### src/rtl/zube_wb_pkg.sv
// zube_wb_pkg: shared bus widths and FSM state type for the Wishbone initiator
package zube_wb_pkg;
    localparam int WB_ADDR_W = 32;
    localparam int WB_DATA_W = 32;
    localparam int WB_SEL_W  = 4;
    typedef enum logic [1:0] {IDLE, BUS, RESP} wb_init_state_t;
endpackage

### src/rtl/zube_timeout_counter.sv
// zube_timeout_counter: saturating cycle counter that flags the LIMIT-th enabled cycle (LIMIT=0 never expires)
// Ports: clk, rst (async, active-high), clear (sync zero), enable (count this cycle), expired (count==LIMIT-1 while enabled)
module zube_timeout_counter #(
    parameter int LIMIT = 255,
    parameter int CNT_W = 8
) (
    input  logic clk,
    input  logic rst,
    input  logic clear,
    input  logic enable,
    output logic expired
);
    localparam logic [CNT_W-1:0] LAST = CNT_W'((LIMIT == 0) ? 0 : LIMIT - 1);
    logic [CNT_W-1:0] cnt;
    always_ff @(posedge clk or posedge rst) begin
        if (rst) cnt <= '0;
        else if (clear) cnt <= '0;
        else if (enable && cnt != '1) cnt <= cnt + CNT_W'(1);
    end
    assign expired = (LIMIT != 0) && enable && (cnt == LAST);
endmodule

### src/rtl/zube_wb_initiator.sv
// zube_wb_initiator: single-outstanding Wishbone classic master driven by a valid/ready command port
// Ports: wb_clk_i/wb_rst_i (async active-high); cmd_* command in; rsp_* response out; wbm_* Wishbone master
module zube_wb_initiator import zube_wb_pkg::*; #(
    parameter int TIMEOUT_CYCLES = 255
) (
    input  logic                 wb_clk_i,
    input  logic                 wb_rst_i,
    input  logic                 cmd_valid_i,
    output logic                 cmd_ready_o,
    input  logic                 cmd_we_i,
    input  logic [WB_ADDR_W-1:0] cmd_addr_i,
    input  logic [WB_DATA_W-1:0] cmd_data_i,
    input  logic [WB_SEL_W-1:0]  cmd_sel_i,
    output logic                 rsp_valid_o,
    input  logic                 rsp_ready_i,
    output logic [WB_DATA_W-1:0] rsp_data_o,
    output logic                 rsp_err_o,
    output logic                 rsp_timeout_o,
    output logic                 wbm_cyc_o,
    output logic                 wbm_stb_o,
    output logic                 wbm_we_o,
    output logic [WB_SEL_W-1:0]  wbm_sel_o,
    output logic [WB_ADDR_W-1:0] wbm_adr_o,
    output logic [WB_DATA_W-1:0] wbm_dat_o,
    input  logic [WB_DATA_W-1:0] wbm_dat_i,
    input  logic                 wbm_ack_i,
    input  logic                 wbm_err_i
);
    localparam int CNT_W = (TIMEOUT_CYCLES < 1) ? 1 : $clog2(TIMEOUT_CYCLES + 1);

    wb_init_state_t state, state_n;
    logic expired, stb_n, we_n, rsp_valid_n, rsp_err_n, rsp_to_n;
    logic [WB_SEL_W-1:0]  sel_n;
    logic [WB_ADDR_W-1:0] adr_n;
    logic [WB_DATA_W-1:0] dat_n, rsp_data_n;

    zube_timeout_counter #(.LIMIT(TIMEOUT_CYCLES), .CNT_W(CNT_W)) u_timeout (
        .clk(wb_clk_i),
        .rst(wb_rst_i),
        .clear(state != BUS),
        .enable(state == BUS),
        .expired(expired)
    );

    assign cmd_ready_o = (state == IDLE) && !wb_rst_i;
    assign wbm_cyc_o   = wbm_stb_o;

    always_comb begin
        state_n     = state;
        stb_n       = wbm_stb_o;
        we_n        = wbm_we_o;
        sel_n       = wbm_sel_o;
        adr_n       = wbm_adr_o;
        dat_n       = wbm_dat_o;
        rsp_valid_n = rsp_valid_o;
        rsp_err_n   = rsp_err_o;
        rsp_to_n    = rsp_timeout_o;
        rsp_data_n  = rsp_data_o;
        case (state)
            IDLE: if (cmd_valid_i && cmd_ready_o) begin
                we_n    = cmd_we_i;
                sel_n   = cmd_sel_i;
                adr_n   = cmd_addr_i;
                dat_n   = cmd_data_i;
                stb_n   = 1'b1;
                state_n = BUS;
            end
            // ERR outranks ACK, and either outranks a timeout landing on the same edge
            BUS: if (wbm_err_i || wbm_ack_i || expired) begin
                stb_n       = 1'b0;
                rsp_valid_n = 1'b1;
                rsp_err_n   = wbm_err_i || !wbm_ack_i;
                rsp_to_n    = !wbm_err_i && !wbm_ack_i;
                rsp_data_n  = (!wbm_err_i && wbm_ack_i && !wbm_we_o) ? wbm_dat_i : '0;
                state_n     = RESP;
            end
            RESP: if (rsp_ready_i) begin
                rsp_valid_n = 1'b0;
                state_n     = IDLE;
            end
            default: state_n = IDLE;
        endcase
    end

    always_ff @(posedge wb_clk_i or posedge wb_rst_i) begin
        if (wb_rst_i) begin
            state         <= IDLE;
            wbm_stb_o     <= 1'b0;
            wbm_we_o      <= 1'b0;
            wbm_sel_o     <= '0;
            wbm_adr_o     <= '0;
            wbm_dat_o     <= '0;
            rsp_valid_o   <= 1'b0;
            rsp_err_o     <= 1'b0;
            rsp_timeout_o <= 1'b0;
            rsp_data_o    <= '0;
        end else begin
            state         <= state_n;
            wbm_stb_o     <= stb_n;
            wbm_we_o      <= we_n;
            wbm_sel_o     <= sel_n;
            wbm_adr_o     <= adr_n;
            wbm_dat_o     <= dat_n;
            rsp_valid_o   <= rsp_valid_n;
            rsp_err_o     <= rsp_err_n;
            rsp_timeout_o <= rsp_to_n;
            rsp_data_o    <= rsp_data_n;
        end
    end
endmodule

### config.mk
export PLATFORM = sky130hd
export DESIGN_NAME = zube_wb_initiator
export DESIGN_NICKNAME = d
export VERILOG_FILES = /design/src/rtl/zube_wb_pkg.sv /design/src/rtl/zube_timeout_counter.sv /design/src/rtl/zube_wb_initiator.sv
export SDC_FILE = /design/constraint.sdc
export NUM_CORES = 1
export LEC_CHECK = 0
export BUFFER_PORTS_ARGS = -buffer_cell sky130_fd_sc_hd__buf_4
export CAP_MARGIN = 20
export CORE_ASPECT_RATIO = 2
export CORE_UTILIZATION = 39
export CTS_BUF_LIST = sky130_fd_sc_hd__clkbuf_16
export CTS_CLUSTER_DIAMETER = 50
export CTS_CLUSTER_SIZE = 20
export DETAILED_ROUTE_END_ITERATION = 7
export PLACE_DENSITY = 0.81
export SETUP_SLACK_MARGIN = 0.4
export SLEW_MARGIN = 20
export SYNTH_ARGS = -nofsm -noshare
export SYNTH_HDL_FRONTEND = slang
export SYNTH_HIERARCHICAL = 1
export SYNTH_SLANG_ARGS = --single-unit
### constraint.sdc
create_clock -name wb_clk_i -period 4.9 [get_ports wb_clk_i]
set_input_delay 0.735 -clock wb_clk_i [delete_from_list [all_inputs] [get_ports wb_clk_i]]
set_output_delay 0.735 -clock wb_clk_i [all_outputs]
set_load 0.05 [all_outputs]
; Word-level counts from Yosys, hierarchy flattened
; Index checks and enable logic that the tools add are counted.
[word_totals]
register_bits = 115
inputBits = 107
output_inout_bits = 107
wordCells = 56
[op_classes]
addsub = 1
eq_ne = 8
muxes = 13
reduce_logical = 23
[ops]
columns = cell, count
row1 = $mux 32, 1
row2 = $mux 8, 2
row3 = $reduce_and 3->1, 3
row4 = $add 8x1->8 const B, 1
row5 = $eq 8x8->1 const B, 1
row6 = $ne 8x8->1 const B, 1
row7 = $logic_and 1x1->1, 7
row8 = $mux 2, 3
row9 = $pmux 2 s3, 1
row10 = $reduce_bool 2->1, 3
row11 = $logic_not 1->1, 4
row12 = $mux 1, 4
row13 = $ne 2x1->1 const B, 2
row14 = $ne 2x2->1 const B, 2
row15 = $pmux 1 s2, 2
row16 = $reduce_and 2->1, 2
row17 = $logic_or 1x1->1, 3
row18 = $eq 2x1->1 const B, 1
row19 = $eq 2x2->1 const B, 1
row20 = $logic_not 2->1, 1

; Logic depth before layout (Yosys ltp)
; Gate-level depths: netlist of the first run.
[logic_depth]
depth_word = 5
depth_mapped = 6
depth_no_buf = 5

; By module
; Netlist of the first run, hierarchy kept.
[modules_own_cells]
columns = module, instances, cells_per_inst, area_per_inst_um2, seq_area_each_um2
row1 = zube_wb_initiator, 1, 245, 4027.6, 2677.6
row2 = zube_timeout_counter, 1, 50, 442.9, 200.2

; Worst setup path after synthesis of the first run
; No wires, ideal clock.
[synth_path]
path_type = input to register
startpoint = in wb_rst_i
endpoint = reg wbm_adr_o[0]
setup_ns = 0.125
arrival_ns = 2.697
required_time_ns = 4.775
slack_ns = 2.078
path_stages = 5
n_path_buf = 2
path_cell_list = nor3_1 and2_1 buf_4 buf_6 mux2_2
[synth_via]
elab_chain_cells = 4
[synth_lines]
columns = element, line
row1 = start: declaration, zube_wb_initiator.sv:7  ; input logic wb_rst_i,
row2 = $logic_not 1->1 (no source line), n/a
row3 = $logic_and 1x1->1, zube_wb_initiator.sv:45  ; assign cmd_ready_o = (state == IDLE) && !wb_rst_i;
row4 = $logic_and 1x1->1, zube_wb_initiator.sv:60  ; IDLE: if (cmd_valid_i && cmd_ready_o) begin
row5 = $reduce_and 2->1 (no source line), n/a
row6 = end signal: assignment, zube_wb_initiator.sv:102  ; wbm_adr_o <= adr_n;
row7 = end: declaration, zube_wb_initiator.sv:23  ; output logic [WB_ADDR_W-1:0] wbm_adr_o,
; Every way passes these cells.
; A chain may end at the register's enable or synchronous reset.

; Final worst setup path of the first run
[layout_path]
startpoint = reg state[1]
endpoint = reg wbm_sel_o[0]
[layout_via]
elab_chain_cells = 4
[layout_lines]
columns = element, line
row1 = start: declaration, zube_wb_initiator.sv:31  ; wb_init_state_t state, state_n;
row2 = start signal: assignment, zube_wb_initiator.sv:98  ; state <= state_n;
row3 = $logic_not 2->1 (*), "zube_wb_initiator.sv:45, zube_wb_initiator.sv:59"
row4 = $logic_and 1x1->1, zube_wb_initiator.sv:45
row5 = $logic_and 1x1->1, zube_wb_initiator.sv:60
row6 = $reduce_and 2->1 (no source line) (*), n/a
row7 = end signal: assignment, zube_wb_initiator.sv:101  ; wbm_sel_o <= sel_n;
row8 = end: declaration, zube_wb_initiator.sv:22  ; output logic [WB_SEL_W-1:0] wbm_sel_o,
; Every way passes the cells marked *; elsewhere a longest branch is shown, timed or not.

==> results of run 1 <==
==> through the flow <==
stage          setup slack, ns  hold slack, ns  power, mW  cell area, sq um  instances
6_report                 2.329          0.3195      4.325              6714        668
5_1_grt                  2.188          0.3289      4.485              6714        668
4_1_cts                  2.316          0.3214      4.367              6714        668
3_5_place_dp             1.965          0.4923      3.125              6123        637
3_3_place_gp             2.101          0.4911      3.082              6123        637
2_1_floorplan            1.348          0.4699      2.553              4471        295
==> sequential cells by signal, indices dropped and copies added, names as in the netlist <==
signal / flops
rsp_data_o: 32
rsp_timeout_o: 1
wbm_sel_o: 4
wbm_we_o: 1
u_timeout/cnt: 8
wbm_cyc_o: 1
state: 2
rsp_valid_o: 1
rsp_err_o: 1
wbm_adr_o: 32
wbm_dat_o: 32
==> cell type report <==
class | instances | share of cell area
multi-input combinational | 154 | 0.2085
sequential | 115 | 0.4286
clock buffer | 17 | 0.06336
inverter | 9 | 0.005777
clock inverter | 14 | 0.02460
timing repair buffer | 217 | 0.2426
tap | 142 | 0.02646
==> logic make-up after synthesis <==
group	Yosys count	share of synthesized area
mux	70	0.1760
xor+xnor	1	0.001959
buf+inv	26	0.04338
simple gates	33	0.04282
compound gates	48	0.08648
flops	115	0.6437
fa+ha+maj	2	0.005597
==> Yosys cell counts, types with 3 or more instances <==
cell type	instances	area share
sky130_fd_sc_hd__a21oi_1	4	0.0045
sky130_fd_sc_hd__a22o_1	32	0.063
sky130_fd_sc_hd__buf_2	3	0.0034
sky130_fd_sc_hd__buf_6	11	0.028
sky130_fd_sc_hd__dfrtp_1	115	0.64
sky130_fd_sc_hd__inv_1	8	0.0067
sky130_fd_sc_hd__mux2_2	69	0.17
sky130_fd_sc_hd__nand3_1	5	0.0056
sky130_fd_sc_hd__nor2_1	10	0.0084
sky130_fd_sc_hd__nor3_1	4	0.0045
==> worst max-delay path, cell delays in order, from the launching register on <==
cell and delay (ns):
sky130_fd_sc_hd__dfrtp_1 0.41, sky130_fd_sc_hd__nor3_1 0.33, sky130_fd_sc_hd__and2_2 0.73, sky130_fd_sc_hd__buf_4 0.55, sky130_fd_sc_hd__mux2_2 0.40
==> power groups by stage <==
stage               clock network (mW)  registers (mW)  logic, mW
global placement                     0            1.35       1.73
CTS                               1.25            1.35       1.76
finish                            1.23            1.35       1.75
detailed placement                   0            1.36       1.76
floorplan                            0            2.22      0.328
global route                      1.30            1.38       1.81
==> layer usage <==
| layer | GRT usage | vias to the layer above | routed length [microns] |
|---|---|---|---|
| met5 | 0 | - | 0 |
| met4 | 0.1078 | 0 | 338 |
| met3 | 0.04537 | 22 | 702 |
| met2 | 0.3371 | 159 | 5983 |
| met1 | 0.2026 | 1649 | 3950 |
| li1 | - | 1500 | - |
==> final timing paths <==
kind / start / end / slack, ns
max: state[1] / wbm_sel_o[0] / 2.33
min: wb_rst_i / u_timeout/cnt[6] / 0.32
max reg2reg: state[1] / wbm_sel_o[0] / 2.33
min reg2reg: rsp_data_o[23] / rsp_data_o[23] / 0.50
max in group asynchronous: wb_rst_i / wbm_dat_o[19] / 3.31
min in group wb_clk_i: rsp_data_o[23] / rsp_data_o[23] / 0.50
==> flow_summary_export.csv, run 1 <==
group,metric,value,unit
logic_synthesis,seq_area_frac_synth,0.6437,
setup_path,critical_path_required,5.18,ns
power_and_ir_drop,cellPowerDensity,644.2,nW/um^2
layout,layout_common_cells,"sky130_fd_sc_hd__buf_4 (217), sky130_fd_sc_hd__dfrtp_1 (115), sky130_fd_sc_hd__mux2_2 (69)",
logic_synthesis,synthDistinctLibCells,35,
routing,remaining_drc_errors,0,
run_status,run_status,"finished clean",
layout,multiInputGateArea,1400,sq um
cts,post-cts-setup-buffer-count,0,
layout,final-seq-area,2878,sq um
place,globalplace.congestion,0.8036,
routing,drt-wirelength-per-cell,16.43,microns
setup_path,worstPathArrival,2.85,ns
setup_path,timing.critical_path.fanout_max,40,
cts,cts_tree,"yes",
cts,clkSlewWorstSetupHoldPaths,0.06,ns
logic_synthesis,synthesis.area_per_instance,15.15,sq um
cts,post_cts.resized_instances,0,
cts,cts_inserted_buffers,17,
grt,overflow,0,
floorplanning,placeableCoreArea,11220,sq um
logic_synthesis,netlist_area,4471,sq um
power_and_ir_drop,power_frac_seq,0.312,
job,maxCapViolCount,0,
layout,area_growth_syn_to_layout,50.18,%
routing,residual_antenna_violating_net_count_after_detailed_routing,0,
routing,pre_antenna_drt_iters,4,
logic_synthesis,syn_inst,295,
setup_path,critPathCaptureType,"flip-flop",
grt,grt_first_pass_wirelength,17310,microns
power_and_ir_drop,p_switching,1.751,mW
place,port_buffers,213,
routing,vias,3330,
sta,tightest_slew,0.7772,ns
setup_path,timing_worst_setup_path_type,"reg -> reg",
sta,totalNegativeSetupSlack,0,ns
power_and_ir_drop,leakagePower,3.304,nW
place,hpwl,7886,microns
sta,fin_worst_skew,0.01478,ns
cts,ctsHtreeMaxLevel,4,
routing,route.detailed.vias_per_inst,4.985,
floorplanning,chipWidth,77.71,microns
layout,number_of_antenna_repair_diodes,0,
logic_synthesis,synth_ff_type,"sky130_fd_sc_hd__dfrtp_1",
power_and_ir_drop,power.combinational.fraction,0.405,
sta,grt_setup_unrepaired,"false",
power_and_ir_drop,ir_drop,0.3815,mV
cts,cts.root.buffer_cell,"sky130_fd_sc_hd__clkbuf_16",
sta,final.min_clock_period,2.571,ns
cts,tritoncts_num_sinks,115,
routing,drt_iter0_markers,126,
grt,global_route.usage.total,0.1905,
layout,nFillCells,884,
logic_synthesis,ys_warn_count,6,
setup_path,cp-start-kind,"flip-flop",
grt,grt_antenna_before_repair,0,
layout,final_core_util,0.5986,
sta,min_period_over_period,0.5247,
sta,achievable-frequency,389.0,MHz
routing,wirelength,10980,microns
power_and_ir_drop,p_int,2.574,mW
grt,maximum_number_of_pins_on_one_net_before_global_route_repair,55,
sta,timing.max_slew.rel_slack,0.4818,
floorplanning,row_count,55,
sta,report.final.setup_viol,0,
floorplanning,initial_standard_cell_utilization_of_the_core,0.3985,
cts,cts-root-to-sink-buffers,2,
power_and_ir_drop,netSwitchingFraction,0.4050,
sta,report.final.slew_viol_count,0,
logic_synthesis,ys_ff_latch,115,
logic_synthesis,syn_nets,404,
logic_synthesis,postSynth.asyncResetShare,1.000,
floorplanning,design.portCount,214,
layout,drive_above_1_share,0.6122,
logic_synthesis,synth_enable_flop_cells,0,
power_and_ir_drop,p_clk_frac,0.283,
floorplanning,die_y,153.4,microns
setup_path,r2r.worst_path.cells,4,
floorplanning,design.die.area,11920,sq um
cts,clock_insertion_delay_worst_skew,0.41,ns
sta,hold_viol,0,
layout,layout.nets,623,
worst_hold_path,hold_path_class,"in -> async",
grt,first_global_vias,3583,
layout,final_common_cell,"sky130_fd_sc_hd__buf_4",
cts,hold_buffers,0,
(Power assumes the default switching activity.)
==> run 2, diff against run 1 <==
ABC_AREA = 1   (was default)
PLACE_DENSITY = 0.79   (was 0.81)
clock period = 2.4 ns   (was 4.9 ns; I/O delays follow)
==> run 2 against run 1 <==
Synthesized area up 16%. Core utilization down 2.6 points. First-iteration DRC count up 58%. Sequential share of layout area fell by 4.2 points. Via count increased by 32%. Critical endpoint is now cmd_ready_o.
==> flow_summary_export.csv, run 2 <==
group,metric,value,unit
sta,report.final.slew_viol_count,0,
grt,first_global_vias,4152,
logic_synthesis,synth_top_cell_by_area,"sky130_fd_sc_hd__dfrtp_1",
sta,report.final.setup_viol,0,
sta,grt_setup_unrepaired,"false",
routing,wirelength,12960,microns
floorplanning,chipWidth,83.44,microns
routing,route.detailed.vias_per_inst,4.455,
run_status,run_status,"finished clean",
logic_synthesis,synth_enable_flop_cells,0,
sta,timing.max_slew.rel_slack,0.5595,
sta,final.min_clock_period,1.890,ns
routing,drt_iter0_markers,199,
layout,area_growth_syn_to_layout,43.81,%
grt,global_route.usage.total,0.1853,
power_and_ir_drop,leakagePower,4.263,nW
cts,cts_tree,"yes",
routing,drt-wirelength-per-cell,13.17,microns
setup_path,critPathCaptureType,"output pin",
place,placed_cells_incl_taps,950,
cts,cts_inserted_buffers,17,
routing,remaining_drc_errors,0,
cts,cts.root.buffer_cell,"sky130_fd_sc_hd__clkbuf_16",
floorplanning,design.portCount,214,
power_and_ir_drop,ir_drop,0.7346,mV
sta,min_period_over_period,0.7875,
floorplanning,design.die.area,13760,sq um
layout,post_layout_nonfiller_instances,984,
routing,pre_antenna_drt_iters,6,
place,hpwl,8960,microns
routing,vias,4384,
sta,hold_viol,0,
power_and_ir_drop,report.power.total,8.514,mW
logic_synthesis,seq_area_frac_synth,0.5564,
layout,number_of_antenna_repair_diodes,0,
logic_synthesis,synth_commonest_cells,"sky130_fd_sc_hd__nand2_1 (200), sky130_fd_sc_hd__dfrtp_1 (115), sky130_fd_sc_hd__inv_1 (113)",
logic_synthesis,postSynth.asyncResetShare,1.000,
layout,nFillCells,1145,
grt,maximum_number_of_pins_on_one_net_before_global_route_repair,141,
floorplanning,initial_standard_cell_utilization_of_the_core,0.3981,
job,maxCapViolCount,0,
logic_synthesis,syn_inst,606,
setup_path,cp-start-kind,"input pin",
logic_synthesis,ys_warn_count,6,
place,globalplace.congestion,0.8358,
layout,layout.nets,928,
sta,totalNegativeSetupSlack,0,ns
setup_path,most_frequent_cell_on_the_critical_path,"sky130_fd_sc_hd__buf_4",
setup_path,timing_worst_setup_path_type,"in -> out",
setup_path,critical-path-top-delay-family,"buffers and inverters",
floorplanning,row_count,59,
layout,layout_common_cells,"sky130_fd_sc_hd__buf_4 (214), sky130_fd_sc_hd__nand2_1 (200), sky130_fd_sc_hd__dfrtp_1 (115)",
cts,ctsHtreeMaxLevel,4,
logic_synthesis,syn_nets,715,
logic_synthesis,synthDistinctLibCells,28,
cts,cts-root-to-sink-buffers,2,
logic_synthesis,synth_ff_type,"sky130_fd_sc_hd__dfrtp_1",
power_and_ir_drop,cellPowerDensity,1145,nW/um^2
sta,tightest_slew,0.6607,ns
grt,overflow,0,
sta,fin_worst_skew,0.006076,ns
cts,clkSlewWorstSetupHoldPaths,0.05,ns
cts,clock_insertion_delay_worst_skew,0.40,ns
setup_path,critical_path.cell_chain,"dlygate4sd3_1, buf_4, nor3_1, buf_4",
layout,multiInputGateArea,1677,sq um
sta,achievable-frequency,529.1,MHz
layout,final-seq-area,2878,sq um
floorplanning,die_y,164.9,microns
setup_path,crit_path_max_incr_delay,0.54,ns
logic_synthesis,ys_ff_latch,115,
setup_path,critical-path-slowest-cell,"sky130_fd_sc_hd__dlygate4sd3_1",
setup_path,worstPathArrival,1.53,ns
layout,final_common_cell,"sky130_fd_sc_hd__buf_4",
logic_synthesis,yosysTopAreaCellShare,0.5564,
worst_hold_path,hold_path_class,"in -> reg",
setup_path,critical_path_required,2.04,ns
routing,residual_antenna_violating_net_count_after_detailed_routing,0,
setup_path,cp.buffers_inverters,3,
grt,grt_first_pass_wirelength,19930,microns
logic_synthesis,synth_most_common_cell,"sky130_fd_sc_hd__nand2_1",
floorplanning,placeableCoreArea,12990,sq um
logic_synthesis,netlist_top_cells_area,"sky130_fd_sc_hd__dfrtp_1 (56%), sky130_fd_sc_hd__nand2_1 (15%), sky130_fd_sc_hd__inv_1 (8.2%)",
setup_path,timing.critical_path.fanout_max,3,
cts,tritoncts_num_sinks,115,
place,port_buffers,213,
logic_synthesis,synthesis.area_per_instance,8.535,sq um
layout,largest_registers,"rsp_data_o (32), wbm_adr_o (32), wbm_dat_o (32)",
grt,grt_antenna_before_repair,0,
logic_synthesis,netlist_area,5172,sq um
cts,post-cts-setup-buffer-count,0,
layout,drive_above_1_share,0.3534,
-- run 2: worst paths after layout --
check                                    to  cells after the start  slack, ns   startpoint
max                             cmd_ready_o                      4       0.51     wb_rst_i
min                                state[1]                      2       0.16  rsp_ready_i
max reg2reg                       rsp_err_o                     10       0.60     state[1]
min reg2reg                     rsp_valid_o                      2       0.47  rsp_valid_o
max in group asynchronous      wbm_adr_o[7]                      4       1.19     wb_rst_i
min in group asynchronous  u_timeout/cnt[0]                      3       0.52     wb_rst_i
-- run 2: metrics by stage --
step           cell area, sq um  hold WS (ns)  worst slack (ns)  utilization
2_1_floorplan              5179        0.1757           -0.3949            -
5_1_grt                    7438        0.1547            0.4310       0.5725
4_1_cts                    7398        0.1474            0.4688       0.5694
3_5_place_dp               6798        0.3721            0.3419       0.5232
6_report                   7438        0.1640            0.5100       0.5725
3_3_place_gp               6798        0.3717            0.4930       0.5232
-- run 2: kinds of logic (layout without fill, tap and decap cells) --
family / count (synthesis) / count (layout) / share of synthesized area
buf+inv: 142 / 367 / 0.1297
simple gates: 269 / 270 / 0.2078
xor+xnor: 2 / 2 / 0.003387
compound gates: 76 / 76 / 0.09797
fa+ha+maj: 2 / 2 / 0.004837
flops: 115 / 115 / 0.5564
-- run 2: area by class of cell --
class,count,share of cell area
inverter,117,0.06039
multi-input combinational,350,0.2254
sequential,115,0.3869
timing repair buffer,218,0.2254
clock buffer,17,0.05719
clock inverter,15,0.01918
tap,152,0.02557
-- run 2: what timing repair did --
item	in CTS	in global routing
endpoints found under the hold margin	8	0
gates resized for setup	4	6
setup endpoints to repair	35	36
pin swaps	0	1
cloned	0	1
hold buffers	1	0
-- run 2: per-layer routing --
| metal | wire length, microns | GRT usage | vias to the layer above |
|---|---|---|---|
| li1 | - | - | 2234 |
| met1 | 4897 | 0.2062 | 1971 |
| met2 | 7049 | 0.3264 | 146 |
| met3 | 498 | 0.03848 | 33 |
| met4 | 516 | 0.1079 | 0 |
| met5 | 0 | 0 | - |
-- run 2: power by group --
group / switching (mW) / leakage (nW) / internal [mW]
Sequential: 0.263 / 1.48 / 2.41
Combinational: 2.44 / 2.52 / 1.00
Clock: 0.895 / 0.261 / 1.51
==> run 3, diff against run 2 <==
PLACE_DENSITY = 0.82   (was 0.79)
clock period = 1.56 ns   (was 2.4 ns; I/O delays follow)
==> run 3 against run 2 <==
The flow now finishes with violations (setup timing). Die area stayed put. Routed wire length is 91% higher. Design area is 47% higher. Via count is 35% higher. Flip-flop and latch count stayed put. Clock skew is 0.0037 ns higher. Sequential power is 62% higher. Worst hold slack worse by 0.14 ns.
==> flow_summary_export.csv, run 3 (synthesis gave the netlist of run 2 again) <==
group,metric,value,unit
sta,min_period_over_period,1.090,
layout,final_common_cell,"sky130_fd_sc_hd__buf_4",
layout,drive_above_1_share,0.6140,
run_status,run_status,"finished, violations left",
cts,cts_inserted_buffers,17,
floorplanning,chipWidth,83.44,microns
routing,residual_antenna_violating_net_count_after_detailed_routing,0,
job,maxCapViolCount,0,
cts,cts_tree,"yes",
setup_path,crit-reg2reg-launch,"state[0]",
setup_path,cp-start-kind,"flip-flop",
cts,clkSlewWorstSetupHoldPaths,0.06,ns
worst_hold_path,holdCritStartpoint,"rsp_ready_i",
layout,layout_common_cells,"sky130_fd_sc_hd__buf_4 (223), sky130_fd_sc_hd__buf_6 (121), sky130_fd_sc_hd__dfrtp_1 (115)",
layout,final_core_util,0.8402,
grt,maximum_number_of_pins_on_one_net_before_global_route_repair,108,
place,port_buffers,213,
grt,first_global_vias,5743,
routing,pre_antenna_drt_iters,4,
worst_hold_path,hold_path_class,"in -> reg",
routing,drt-wirelength-per-cell,21.24,microns
routing,route.detailed.vias_per_inst,5.081,
setup_path,critical_path.startpoint,"state[0]",
sta,timing.max_slew.rel_slack,0.6112,
sta,report.final.slew_viol_count,0,
layout,layout.nets,1109,
cts,clock_insertion_delay_worst_skew,0.40,ns
routing,remaining_drc_errors,0,
layout,number_of_antenna_repair_diodes,0,
setup_path,timing.critical_path.fanout_max,5,
routing,vias,5919,
power_and_ir_drop,leakagePower,6.023,nW
cts,cts-root-to-sink-buffers,2,
setup_path,critPathCaptureType,"flip-flop",
floorplanning,initial_standard_cell_utilization_of_the_core,0.3981,
run_status,violations_in_the_final_reports,"setup timing",
place,globalplace.congestion,0.8075,
routing,wirelength,24740,microns
sta,totalNegativeSetupSlack,-2.847,ns
layout,nFillCells,579,
grt,global_route.usage.total,0.2925,
floorplanning,placeableCoreArea,12990,sq um
layout,largest_registers,"rsp_data_o (32), wbm_adr_o (32), wbm_dat_o (32)",
floorplanning,die_y,164.9,microns
sta,final.min_clock_period,1.700,ns
floorplanning,design.die.area,13760,sq um
place,hpwl,9419,microns
grt,overflow,0,
sta,postLayoutSetupSlackWorst,-0.1404,ns
grt,grt_first_pass_wirelength,30310,microns
routing,drt_iter0_markers,350,
sta,fin_worst_skew,0.009825,ns
layout,final-seq-area,2878,sq um
sta,hold_viol,0,
cts,ctsHtreeMaxLevel,4,
floorplanning,row_count,59,
sta,grt_setup_unrepaired,"true",
cts,tritoncts_num_sinks,115,
sta,achievable-frequency,588.1,MHz
power_and_ir_drop,cellPowerDensity,1590,nW/um^2
setup_path,critical_path_required,1.88,ns
layout,multiInputGateArea,2542,sq um
sta,tightest_slew,0.5833,ns
power_and_ir_drop,ir_drop,1.214,mV
sta,holdWs,0.02610,ns
grt,grt_antenna_before_repair,0,
setup_path,timing_worst_setup_path_type,"reg -> reg",
sta,report.final.setup_viol,74,
floorplanning,design.portCount,214,
layout,area_growth_syn_to_layout,111.1,%
setup_path,worstPathArrival,2.02,ns
cts,cts.root.buffer_cell,"sky130_fd_sc_hd__clkbuf_16",
==> run 3: cell types whose count changed in the layout (fill, tap and decap cells not counted), moves of 7 or more <==
cell                      change
sky130_fd_sc_hd__nand2_1     -98
sky130_fd_sc_hd__o21ai_1     -31
sky130_fd_sc_hd__o21ai_2     +30
sky130_fd_sc_hd__o21ai_4      +8
sky130_fd_sc_hd__buf_4        +9
sky130_fd_sc_hd__buf_16      +28
sky130_fd_sc_hd__o21ai_0      -7
sky130_fd_sc_hd__buf_6      +121
sky130_fd_sc_hd__nand2_2     +54
sky130_fd_sc_hd__nand2_4     +45
sky130_fd_sc_hd__buf_12       +9
==> run 3: worst max-delay path, cell delays in order (launching register included) <==
cell	delay [ns]
sky130_fd_sc_hd__dfrtp_1	0.40
sky130_fd_sc_hd__buf_6	0.15
sky130_fd_sc_hd__nor2_4	0.14
sky130_fd_sc_hd__nand3_4	0.15
sky130_fd_sc_hd__buf_12	0.17
sky130_fd_sc_hd__buf_12	0.12
sky130_fd_sc_hd__buf_16	0.14
sky130_fd_sc_hd__clkbuf_16	0.16
sky130_fd_sc_hd__o21ai_2	0.17
==> run 3: what timing repair did <==
action / 4_1_cts / 5_1_grt
setup endpoints to repair: 222 / 222
gates resized for setup: 254 / 120
pin swaps: 12 / 26
setup buffers: 69 / 59
hold buffers: 1 / 0
cloned: 30 / 9
endpoints found under the hold margin: 8 / 0
==> run 3: worst paths after layout <==
| kind | slack, ns | depth (start not counted) | end |
|---|---|---|---|
| worst max register to register | -0.14 | 8 | wbm_dat_o[8] |
| worst max-delay path | -0.14 | 8 | wbm_dat_o[8] |
| worst min register to register | 0.51 | 2 | wbm_dat_o[2] |
| worst min-delay path | 0.03 | 2 | state[1] |
| min in group asynchronous | 0.07 | 3 | wbm_adr_o[21] |
| max in group asynchronous | 0.87 | 3 | u_timeout/cnt[4] |
==> run 3: metal layers <==
metal	part of all wire	global-route usage	up-vias
met2	0.56	0.5797	310
li1	-	-	2605
met5	0	0	-
met3	0.051	0.05247	125
met4	0.079	0.1610	0
met1	0.31	0.2787	2879
==> run 3: report_power, final <==
group	internal, mW	switching [mW]
Combinational	3.75	4.98
Sequential	3.71	0.625
Clock	2.82	1.48
Total	10.3	7.09
==> run 3: final cells by class <==
cell class,count,area share
Timing Repair Buffer,392,0.3859
Clock inverter,15,0.01971
Inverter,117,0.04149
Sequential cell,115,0.2636
Tap cell,152,0.01742
Multi-Input combinational cell,357,0.2329
Clock buffer,17,0.03897
==> run 3: metrics by stage <==
stage / setup slack (ns) / area [sq um] / cells / power, mW
6_report: -0.1404 / 10920 / 1165 / 17.36
5_1_grt: -0.1832 / 10920 / 1165 / 17.84
2_1_floorplan: -1.109 / 5215 / 606 / 7.783
3_3_place_gp: -0.03453 / 6959 / 965 / 9.422
4_1_cts: 0.01467 / 9826 / 1097 / 15.94
3_5_place_dp: -0.09622 / 6959 / 965 / 9.520
